`src/rtl/mfp_7seg_pkg.sv`:
```
// rtl/mfp_7seg_pkg.sv - shared types and constants for the 7-segment scanner
// Contents: fsm_t slot phase enum, HEX_SEG active-low glyph table {g,f,e,d,c,b,a},
// SEG_OFF all-segments-dark pattern.
package mfp_7seg_pkg;

  typedef enum logic {
    BLANK = 1'b0,
    DRIVE = 1'b1
  } fsm_t;

  localparam logic [6:0] SEG_OFF = 7'h7F;

  // Entry n (LSB first) is the active-low glyph for hex digit n.
  localparam logic [15:0][6:0] HEX_SEG = {
    7'h0E, 7'h06, 7'h21, 7'h46, 7'h03, 7'h08, 7'h10, 7'h00,
    7'h78, 7'h02, 7'h12, 7'h19, 7'h30, 7'h24, 7'h79, 7'h40
  };

endpackage

```
`src/rtl/mfp_hex_to_7seg.sv`:
```
// rtl/mfp_hex_to_7seg.sv - combinational hex nibble to active-low 7-segment decoder
// Ports: hex (in, 4) nibble to show; seg (out, 7) active-low {g,f,e,d,c,b,a}.
module mfp_hex_to_7seg
  import mfp_7seg_pkg::*;
(
  input  logic [3:0] hex,
  output logic [6:0] seg
);

  assign seg = HEX_SEG[hex];

endmodule

```
`src/rtl/mfp_7seg_scanner.sv`:
```
// rtl/mfp_7seg_scanner.sv - time-multiplexed common-anode 8-digit 7-segment scanner
// Ports: clk, rst (sync active-high); value (4*DIGITS) hex digits, digit 0 in bits 3:0;
// digit_en / dp (DIGITS) per-digit enable and decimal point; seg_n (7), dp_n, an_n (DIGITS)
// active-low registered pin drives; frame_done one-cycle pulse at end of the last slot.
// Optional: MFP_7SEG_LEADING_ZERO_BLANK_EN darkens digits above the most significant
// non-zero nibble of the captured value (digit 0 always shown, subject to digit_en).
module mfp_7seg_scanner
  import mfp_7seg_pkg::*;
#(
  parameter int DIGITS       = 8,
  parameter int SLOT_CYCLES  = 50000,
  parameter int BLANK_CYCLES = 500
) (
  input  logic                clk,
  input  logic                rst,
  input  logic [4*DIGITS-1:0] value,
  input  logic [DIGITS-1:0]   digit_en,
  input  logic [DIGITS-1:0]   dp,
  output logic [6:0]          seg_n,
  output logic                dp_n,
  output logic [DIGITS-1:0]   an_n,
  output logic                frame_done
);

  localparam int   CW        = $clog2(SLOT_CYCLES);
  localparam int   IW        = (DIGITS > 1) ? $clog2(DIGITS) : 1;
  localparam int   BLANK_END = (BLANK_CYCLES == 0) ? 0 : BLANK_CYCLES - 1;
  // With no blank interval the scanner lives permanently in DRIVE.
  localparam fsm_t RST_STATE = (BLANK_CYCLES == 0) ? DRIVE : BLANK;

  logic [CW-1:0]       cnt;
  logic [IW-1:0]       idx;
  fsm_t                state, state_nx;
  logic [4*DIGITS-1:0] sh_value;
  logic [DIGITS-1:0]   sh_en;
  logic [DIGITS-1:0]   sh_dp;

  logic                slot_end, frame_end;
  logic [4*DIGITS-1:0] shifted;
  logic [3:0]          nib;
  logic [6:0]          seg_dec;
  logic                visible;
  logic [DIGITS-1:0]   an_nx;
  logic [6:0]          seg_nx;
  logic                dp_nx;

  assign slot_end  = (cnt == CW'(SLOT_CYCLES - 1));
  assign frame_end = slot_end && (idx == IW'(DIGITS - 1));

  always_comb begin
    state_nx = state;
    if (BLANK_CYCLES == 0) begin
      state_nx = DRIVE;
    end else if (slot_end) begin
      state_nx = BLANK;
    end else if (state == BLANK && cnt == CW'(BLANK_END)) begin
      state_nx = DRIVE;
    end
  end

`ifdef MFP_7SEG_LEADING_ZERO_BLANK_EN
  logic [IW-1:0] sh_msd, msd_nx;

  // Highest non-zero nibble of the incoming word, evaluated at capture time.
  always_comb begin
    msd_nx = '0;
    for (int i = 0; i < DIGITS; i++) begin
      if (value[4*i +: 4] != 4'h0) msd_nx = IW'(i);
    end
  end

  assign visible = (idx <= sh_msd);
`else
  assign visible = 1'b1;
`endif

  assign shifted = sh_value >> {idx, 2'b00};
  assign nib     = shifted[3:0];

  mfp_hex_to_7seg u_dec (
    .hex (nib),
    .seg (seg_dec)
  );

  always_comb begin
    an_nx  = '1;
    seg_nx = SEG_OFF;
    dp_nx  = 1'b1;
    if (state == DRIVE) begin
      if (sh_en[idx] && visible) begin
        an_nx[idx] = 1'b0;
        seg_nx     = seg_dec;
      end
      dp_nx = ~(sh_dp[idx] & visible);
    end
  end

  always_ff @(posedge clk) begin
    if (rst) begin
      cnt        <= '0;
      idx        <= '0;
      state      <= RST_STATE;
      sh_value   <= '0;
      sh_en      <= '0;
      sh_dp      <= '0;
      seg_n      <= SEG_OFF;
      dp_n       <= 1'b1;
      an_n       <= '1;
      frame_done <= 1'b0;
`ifdef MFP_7SEG_LEADING_ZERO_BLANK_EN
      sh_msd     <= '0;
`endif
    end else begin
      cnt   <= slot_end ? '0 : cnt + CW'(1);
      state <= state_nx;
      if (slot_end) idx <= frame_end ? '0 : idx + IW'(1);
      if (frame_end) begin
        sh_value <= value;
        sh_en    <= digit_en;
        sh_dp    <= dp;
`ifdef MFP_7SEG_LEADING_ZERO_BLANK_EN
        sh_msd   <= msd_nx;
`endif
      end
      frame_done <= frame_end;
      seg_n      <= seg_nx;
      dp_n       <= dp_nx;
      an_n       <= an_nx;
    end
  end

endmodule
```
`config.mk`:
```
export PLATFORM = sky130hd
export DESIGN_NAME = mfp_7seg_scanner
export DESIGN_NICKNAME = d
export VERILOG_FILES = /design/src/rtl/mfp_7seg_pkg.sv /design/src/rtl/mfp_hex_to_7seg.sv /design/src/rtl/mfp_7seg_scanner.sv
export SDC_FILE = /design/constraint.sdc
export NUM_CORES = 1
export LEC_CHECK = 0
export BUFFER_PORTS_ARGS = -buffer_cell sky130_fd_sc_hd__clkbuf_2
export CAP_MARGIN = 30
export CELL_PAD_IN_SITES_DETAIL_PLACEMENT = 1
export CELL_PAD_IN_SITES_GLOBAL_PLACEMENT = 2
export CORE_ASPECT_RATIO = 0.5
export CORE_MARGIN = 5
export CORE_UTILIZATION = 36
export DETAILED_ROUTE_END_ITERATION = 6
export PLACE_DENSITY_LB_ADDON = 0.1
export SLEW_MARGIN = 20
export SYNTH_ARGS = -nofsm -noshare
export SYNTH_HDL_FRONTEND = slang
export SYNTH_SLANG_ARGS = --single-unit
```
`constraint.sdc`:
```
create_clock -name clk -period 5.9 [get_ports clk]
set_input_delay 0.295 -clock clk [delete_from_list [all_inputs] [get_ports clk]]
set_output_delay 0.295 -clock clk [all_outputs]
set_load 0.02 [all_outputs]
```
==> results of run 1 <==
[where the power goes]
group          switching [W]  internal [W]
clock network       0.000225      0.000381
registers         0.00000200      0.000576
logic              0.0000169     0.0000148
[registers in the layout (all words and copies together) (netlist names), 3 cells and up]
signal,cells
an_n,8
cnt,16
idx,3
seg_n,7
sh_dp,8
sh_en,8
sh_value,32
[worst min-delay path by stage]
stage	to	slack, ns	cells after the start
after floorplan	sh_dp[7]	0.43	2
after global placement	sh_value[16]	0.44	2
after detailed placement	sh_value[27]	0.45	2
after CTS	sh_value[13]	0.16	3
after global routing	sh_value[8]	0.16	3
final	sh_value[13]	0.17	3
[placed cells by master (no fill, tap or decap), drive strengths merged, types with 3 or more instances in the layout]
master	count
nand2	115
dfxtp	85
clkbuf	76
a21oi	52
nor2	29
mux2i	16
nand3	14
ha	9
mux4	7
xor2	7
xnor2	7
mux2	5
inv	5
o21ai	4
buf	4
nor4	4
nand4	3
nand2b	3
o221ai	3
clkinv	3
[critical path: stages, from the launching register on]
cell and delay [ns]:
sky130_fd_sc_hd__dfxtp_1 0.57, sky130_fd_sc_hd__buf_4 0.37, sky130_fd_sc_hd__mux4_2 0.56, sky130_fd_sc_hd__mux2_2 0.35
sky130_fd_sc_hd__inv_1 0.17, sky130_fd_sc_hd__ha_1 0.28, sky130_fd_sc_hd__mux2i_1 0.15, sky130_fd_sc_hd__o221ai_1 0.15
[layout make-up]
type                    instances  area, um2
inverters                       5       18.8
flip-flops and latches         85       1700
repair buffers                 70        360
fillers                      1218       5750
clock inverters                 6       86.3
multi-input cells             303       1920
clock buffers                  10        239
well taps                     140        175
[metal layers]
layer	global-route usage (%)	vias to the layer above	share of wire, %
met1	19.1	1470	45
met5	0	-	0
met3	5.78	10	4.4
li1	-	1519	-
met4	4.10	0	1.1
met2	29.2	53	49
[cell families (layout without fill, tap and decap cells)]
| kind of cell | count (synthesis) | in the layout | share of synthesized area (%) |
|---|---|---|---|
| adder cells (fa/ha/maj) | 9 | 9 | 2.96 |
| AND/OR/NAND/NOR | 186 | 186 | 22.8 |
| AO/OA/AOI/OAI | 66 | 66 | 11.6 |
| XOR/XNOR | 14 | 14 | 3.22 |
| buffers and inverters | 33 | 91 | 4.74 |
| multiplexers | 28 | 28 | 9.84 |
| flip-flops | 85 | 85 | 44.8 |
[through the flow]
stage,utilization [%],power (W),hold slack (ns),setup WS (ns)
6_report,43.9,0.00122,0.174,3.13
2_1_floorplan,-,0.000602,0.428,3.41
5_1_grt,43.9,0.00127,0.159,2.88
4_1_cts,43.9,0.00124,0.161,3.07
3_5_place_dp,40.7,0.000622,0.445,3.09
3_3_place_gp,40.7,0.000622,0.438,3.20
==> results.md, run 1 <==
## Status
- **outcome** completed

## GRT
- **largest net degree at the start of global routing** 56
- **number of antenna violations at the first check in global routing** 0
- **global-route wire length before repair** 16,400 um
- **total grt overflow** 0
- **number of global-route vias before repair** 3,311
- **overall fraction of global-route tracks in use** 16.3%

## Detailed routing
- **vias per cell** 4.93
- **DR WL/cell** 16.0 um
- **count of nets left with antenna violations after detail routing** 0
- **DR DRC count** 0
- **final routed wirelength across all metal layers** 9890 um
- **violation count after the first detailed-routing iteration** 110
- **number of search-and-repair iterations in the first detailed-routing pass** 4
- **via count** 3,052

## STA
- **Worst Clk Skew** 0.00443 ns
- **Max Fclk** 361 MHz
- **remaining max-slew budget at the tightest pin** 42.6%
- **crit share post-route** 46.9%
- **actual transition at the worst max-transition pin** 0.860 ns
- **Hold Vio Cnt, Final** 0
- **final sum of negative setup slack** 0 ns
- **final number of setup-violating endpoints** 0
- **min Tclk post-route** 2.77 ns
- **RSZ-0062 raised after global routing** false
- **max-slew violation count** 0

## Synthesis
- **cell type with the highest aggregate area in the netlist** sky130_fd_sc_hd__dfxtp_1
- **cell types with the largest area share after synthesis** sky130_fd_sc_hd__dfxtp_1 (45%), sky130_fd_sc_hd__nand2_1 (9.4%), sky130_fd_sc_hd__a21oi_2 (4.6%)
- **number of flip-flops and latches in the synthesized netlist** 85
- **share of flip-flops with an asynchronous set or reset** 0%
- **most used standard cell by instance count after synthesis** sky130_fd_sc_hd__nand2_1
- **Cell Area, Synth** 0.00380 mm2
- **part of the Yosys area used for sequential elements** 44.8%
- **number of warnings reported in the yosys synthesis log** 0
- **number of instances in the synthesized netlist** 421
- **number of synthesized flops with an enable pin** 0
- **post-synth top area share** 44.8%
- **per-instance average area after synthesis** 9.03 um2
- **most frequent cells after synthesis** sky130_fd_sc_hd__nand2_1 (95), sky130_fd_sc_hd__dfxtp_1 (85), sky130_fd_sc_hd__a21oi_1 (32), sky130_fd_sc_hd__nor2_1 (29)
- **number of distinct library cells after synthesis** 46
- **syn_nets** 480
- **primary flip-flop cell chosen by synthesis mapping** sky130_fd_sc_hd__dfxtp_1

## Floorplan
- **Die Footprint** 0.0128 mm2
- **number of standard-cell rows in the floorplan** 26
- **Floorplan Core Area** 0.0102 mm2
- **die height** 82.7 um
- **top-level I/O count** 67
- **overall die width** 155 um
- **initial core utilization** 37.1%

## Clock tree
- **clock network latency to the later pin of the worst-skew pair** 0.34 ns
- **CTS HTree Levels** 3
- **number of clock buffers inserted by TritonCTS** 9
- **Clock Root Buffer** sky130_fd_sc_hd__clkbuf_16
- **CTS tree** done
- **clock tree buffer depth** 2
- **# clock sinks** 85
- **count of hold-fix buffers inserted at cts** 0
- **clock transition at the registers of the reported paths** 0.06 ns
- **Post CTS Setup Buffer Count** 0
- **CTS resizes** 0

## Final layout
- **Cell Count, Final, Fillers Out** 619
- **post-layout net count** 533
- **signed area change from the synthesized netlist to the final layout** 18.4%
- **diode count** 0
- **fraction of final layout cells with drive strength greater than 1** 30.7%
- **Final Instance Area** 0.00450 mm2

## Critical path
- **kind of start point of the critical path** flop
- **path depth of the worst reg2reg path** 7
- **worst setup path startpoint** idx[0]
- **worst reg2reg endpoint** seg_n[1]
- **worst reg2reg startpoint** idx[0]
- **setup slack on the worst flop-to-flop path** 3.13 ns
- **arrival time at the worst endpoint** 2.96 ns
- **maximum fanout along the worst path** 19
- **worst setup path class** reg -> reg
- **Worst Setup EP** seg_n[1]
- **required time at the worst-slack endpoint** 6.09 ns
- **critical path endpoint category** flop

## Place
- **Port Buffer Count** 66
- **Final HPWL DP** 7150 um
- **Post-Place Cells** 602
- **cell area reported after detailed placement** 0.00417 mm2
- **final weighted congestion in routability-driven placement** 0.829

## Power
- **Worst VDD drop** 0.000130 V
- **LEAKAGE** 1.60 nW
- **ratio of total power to cell area** 270 mW/mm2

## Min path
- **worst hold path type** in -> reg
- **Min-Delay Startpoint** value[13]

## Job
- **max-cap violations** 0

Note: power is estimated with default switching activity, not from simulation.
==> inputs of run 2 (changes only) <==
--- a/config.mk
+++ b/config.mk
@@ -11,7 +11,7 @@
 export CELL_PAD_IN_SITES_GLOBAL_PLACEMENT = 2
 export CORE_ASPECT_RATIO = 0.5
 export CORE_MARGIN = 5
-export CORE_UTILIZATION = 36
+export CORE_UTILIZATION = 34
 export DETAILED_ROUTE_END_ITERATION = 6
 export PLACE_DENSITY_LB_ADDON = 0.1
 export SLEW_MARGIN = 20
==> constraint.sdc (replaced) <==
create_clock -name clk -period 2.8 [get_ports clk]
set_input_delay 0.14 -clock clk [delete_from_list [all_inputs] [get_ports clk]]
set_output_delay 0.14 -clock clk [all_outputs]
set_load 0.02 [all_outputs]
==> run 2 against run 1 <==
  * Non-clock buffer count grew 6
  * Flip-flop and latch count is the same
  * Critical path depth is the same
  * Routed wire length grew 1.2%
  * First-iteration DRC count grew 12%
  * Largest power group is now sequential cells
  * Sequential share of layout area shrank 0.32 points
==> results.md, run 2 (synthesis results as in run 1) <==
## Power
- **ratio of total power to cell area** 547 mW/mm2, +100%
- **Worst VDD drop** 0.000295 V, +130%
- **Clock Power Share** 48.3%, -1.6 points
- **proportion of power drawn by flip-flops and latches** 49.0%, +1.5 points
- **net load switching power** 0.000510 W, +110%
- **LEAKAGE** 1.63 nW, +1.4%
- **switching fraction of total power** 20.5%, +0.43 points
- **fraction of power consumed by combinational cells** 2.7%, about the same
- **Power Internal** 0.00198 W, +100%

## Critical path
- **path depth of the worst reg2reg path** 7, unchanged
- **arrival time at the worst endpoint** 2.61 ns, -0.35 ns
- **worst reg2reg endpoint** seg_n[5]
- **required time at the worst-slack endpoint** 2.99 ns, -3.10 ns
- **critical path endpoint category** flop
- **CP max-delay cell** sky130_fd_sc_hd__dfxtp_1
- **setup slack on the worst flop-to-flop path** 0.38 ns, -2.75 ns
- **worst-path cell chain** buf_4 -> mux2i_1 -> o21ai_0 -> a211oi_2 -> buf_4 -> mux2i_1 -> o221ai_1
- **kind of start point of the critical path** flop
- **worst setup path class** reg -> reg
- **maximum fanout along the worst path** 13, -6
- **dominant delay contributor by cell family on the critical path** flip-flops
- **max incr delay on CP** 0.66 ns, +0.09 ns
- **number of buffer and inverter stages on the critical path** 2, unchanged
- **worst reg2reg startpoint** idx[0]

## STA
- **Hold Vio Cnt, Final** 0, unchanged
- **Worst Clk Skew** 0.00538 ns, +0.000957 ns
- **Max Fclk** 413 MHz, +14%
- **crit share post-route** 86.5%, +40 points
- **final sum of negative setup slack** 0 ns, unchanged
- **remaining max-slew budget at the tightest pin** 51.6%, +9.0 points
- **max-slew violation count** 0, unchanged
- **final number of setup-violating endpoints** 0, unchanged
- **min Tclk post-route** 2.42 ns, -0.349 ns
- **actual transition at the worst max-transition pin** 0.726 ns, -0.135 ns
- **worst hold margin** 0.0296 ns, -0.144 ns
- **RSZ-0062 raised after global routing** false

## Final layout
- **top flop regs** sh_value: 32 flops, cnt: 16 flops
- **post-layout net count** 539, +1.1%
- **commonest cells after routing, fill and taps aside** sky130_fd_sc_hd__nand2_1 (95), sky130_fd_sc_hd__dfxtp_1 (85), sky130_fd_sc_hd__clkbuf_2 (66)
- **diode count** 0, unchanged
- **fraction of final layout cells with drive strength greater than 1** 31.4%, +0.72 points
- **combined area of the multi-input logic cells** 0.00192 mm2, unchanged
- **fill cell count** 1,320, +8.4%
- **register with the most flip-flops** sh_value
- **FF/Latch Area** 0.00170 mm2, unchanged
- **max reg flops** 32, unchanged
- **signed area change from the synthesized netlist to the final layout** 19.4%
- **Layout Utilization** 41.5%, -2.4 points
- **most common cell after layout, fill and taps aside** sky130_fd_sc_hd__nand2_1

## Floorplan
- **initial core utilization** 34.7%, -2.4 points
- **die height** 84.8 um, +2.6%
- **Die Footprint** 0.0135 mm2, +5.3%
- **Floorplan Core Area** 0.0109 mm2, +6.8%
- **number of standard-cell rows in the floorplan** 27, +3.8%
- **overall die width** 160 um, +2.7%
- **top-level I/O count** 67, unchanged

## Min path
- **terminating pin of the worst hold path** sh_value[4]
- **hold depth** 3, unchanged
- **worst hold path type** in -> reg
- **Min-Delay Startpoint** value[4]

## GRT
- **global-route wire length before repair** 16,600 um, +0.71%
- **number of antenna violations at the first check in global routing** 0, unchanged
- **overall fraction of global-route tracks in use** 15.1%, -1.2 points
- **total grt overflow** 0, unchanged
- **largest net degree at the start of global routing** 55, -1.8%
- **number of global-route vias before repair** 3,282, -0.88%

## Clock tree
- **clock tree buffer depth** 2, unchanged
- **Post CTS Setup Buffer Count** 0, unchanged
- **# clock sinks** 85, unchanged
- **clock network latency to the later pin of the worst-skew pair** 0.33 ns, about the same
- **CTS resizes** 0, unchanged
- **CTS tree** done
- **count of hold-fix buffers inserted at cts** 0, unchanged
- **clock transition at the registers of the reported paths** 0.06 ns, about the same
- **Clock Root Buffer** sky130_fd_sc_hd__clkbuf_16
- **CTS HTree Levels** 3, unchanged
- **number of clock buffers inserted by TritonCTS** 9, unchanged

## Job
- **max-cap violations** 0, unchanged

## Detailed routing
- **count of nets left with antenna violations after detail routing** 0, unchanged
- **violation count after the first detailed-routing iteration** 123, +12%
- **vias per cell** 4.90, -0.59%
- **number of search-and-repair iterations in the first detailed-routing pass** 4, unchanged
- **final routed wirelength across all metal layers** 10,000 um, +1.2%
- **via count** 3,083, +1.0%
- **DR WL/cell** 15.9 um, -0.44%
- **DR DRC count** 0, unchanged

## Place
- **Port Buffer Count** 66, unchanged
- **final weighted congestion in routability-driven placement** 0.767, -7.4%
- **Final HPWL DP** 7520 um, +5.1%

## Status
- **outcome** completed

==> run 2: cell types whose count changed in the layout (fill, tap and decap cells not counted), sizes merged <==
cell	change
buf	+6
clkbuf	+1
clkinv	-1
bufinv	-1
==> run 2: per-layer routing <==
metal  track usage (%)  part of all wire [%]  vias up
met5                 0                     0        -
met4              3.87                   1.1        0
met3              4.71                   4.4        8
met2              25.5                    47       40
met1              18.9                    47     1502
li1                  -                     -     1533
==> run 2: cell type report <==
class	count	share of cell area, %
clock buffers	11	5.57
clock inverters	4	1.05
inverters	5	0.413
multi-input cells	303	42.3
flip-flops and latches	85	37.5
well taps	145	4.00
repair buffers	76	9.20
==> run 2: tightest hold or removal path: stages <==
cell,delay [ns]
sky130_fd_sc_hd__clkbuf_2,0.09
sky130_fd_sc_hd__nand2_2,0.05
sky130_fd_sc_hd__a21oi_2,0.04
==> run 2: worst max-delay path by stage <==
stage | start | endpoint | slack, ns | cells past startpoint
2_1_floorplan | idx[0] | seg_n[3] | 0.31 | 9
3_3_place_gp | idx[0] | seg_n[3] | 0.45 | 6
3_5_place_dp | idx[0] | seg_n[5] | 0.33 | 7
4_1_cts | idx[0] | seg_n[5] | 0.30 | 7
5_1_grt | idx[0] | seg_n[5] | 0.16 | 7
6_report | idx[0] | seg_n[5] | 0.38 | 7
==> run 2: power groups by stage <==
stage                     sequential [W]  combinational, W  clock (W)
final                            0.00122         0.0000675    0.00120
after global routing             0.00122         0.0000748    0.00129
after CTS                        0.00122         0.0000687    0.00123
after detailed placement         0.00124         0.0000685          0
after global placement           0.00124         0.0000659          0
after floorplan                  0.00124         0.0000248          0
==> run 2: through the flow <==
| step | instance area (um2) | cells | setup slack [ns] | total power, W |
|---|---|---|---|---|
| finish | 4540 | 629 | 0.379 | 0.00249 |
| global route | 4540 | 629 | 0.159 | 0.00259 |
| CTS | 4540 | 629 | 0.301 | 0.00252 |
| detailed placement | 4240 | 614 | 0.330 | 0.00131 |
| global placement | 4240 | 614 | 0.450 | 0.00131 |
| floorplan | 3800 | 421 | 0.307 | 0.00127 |
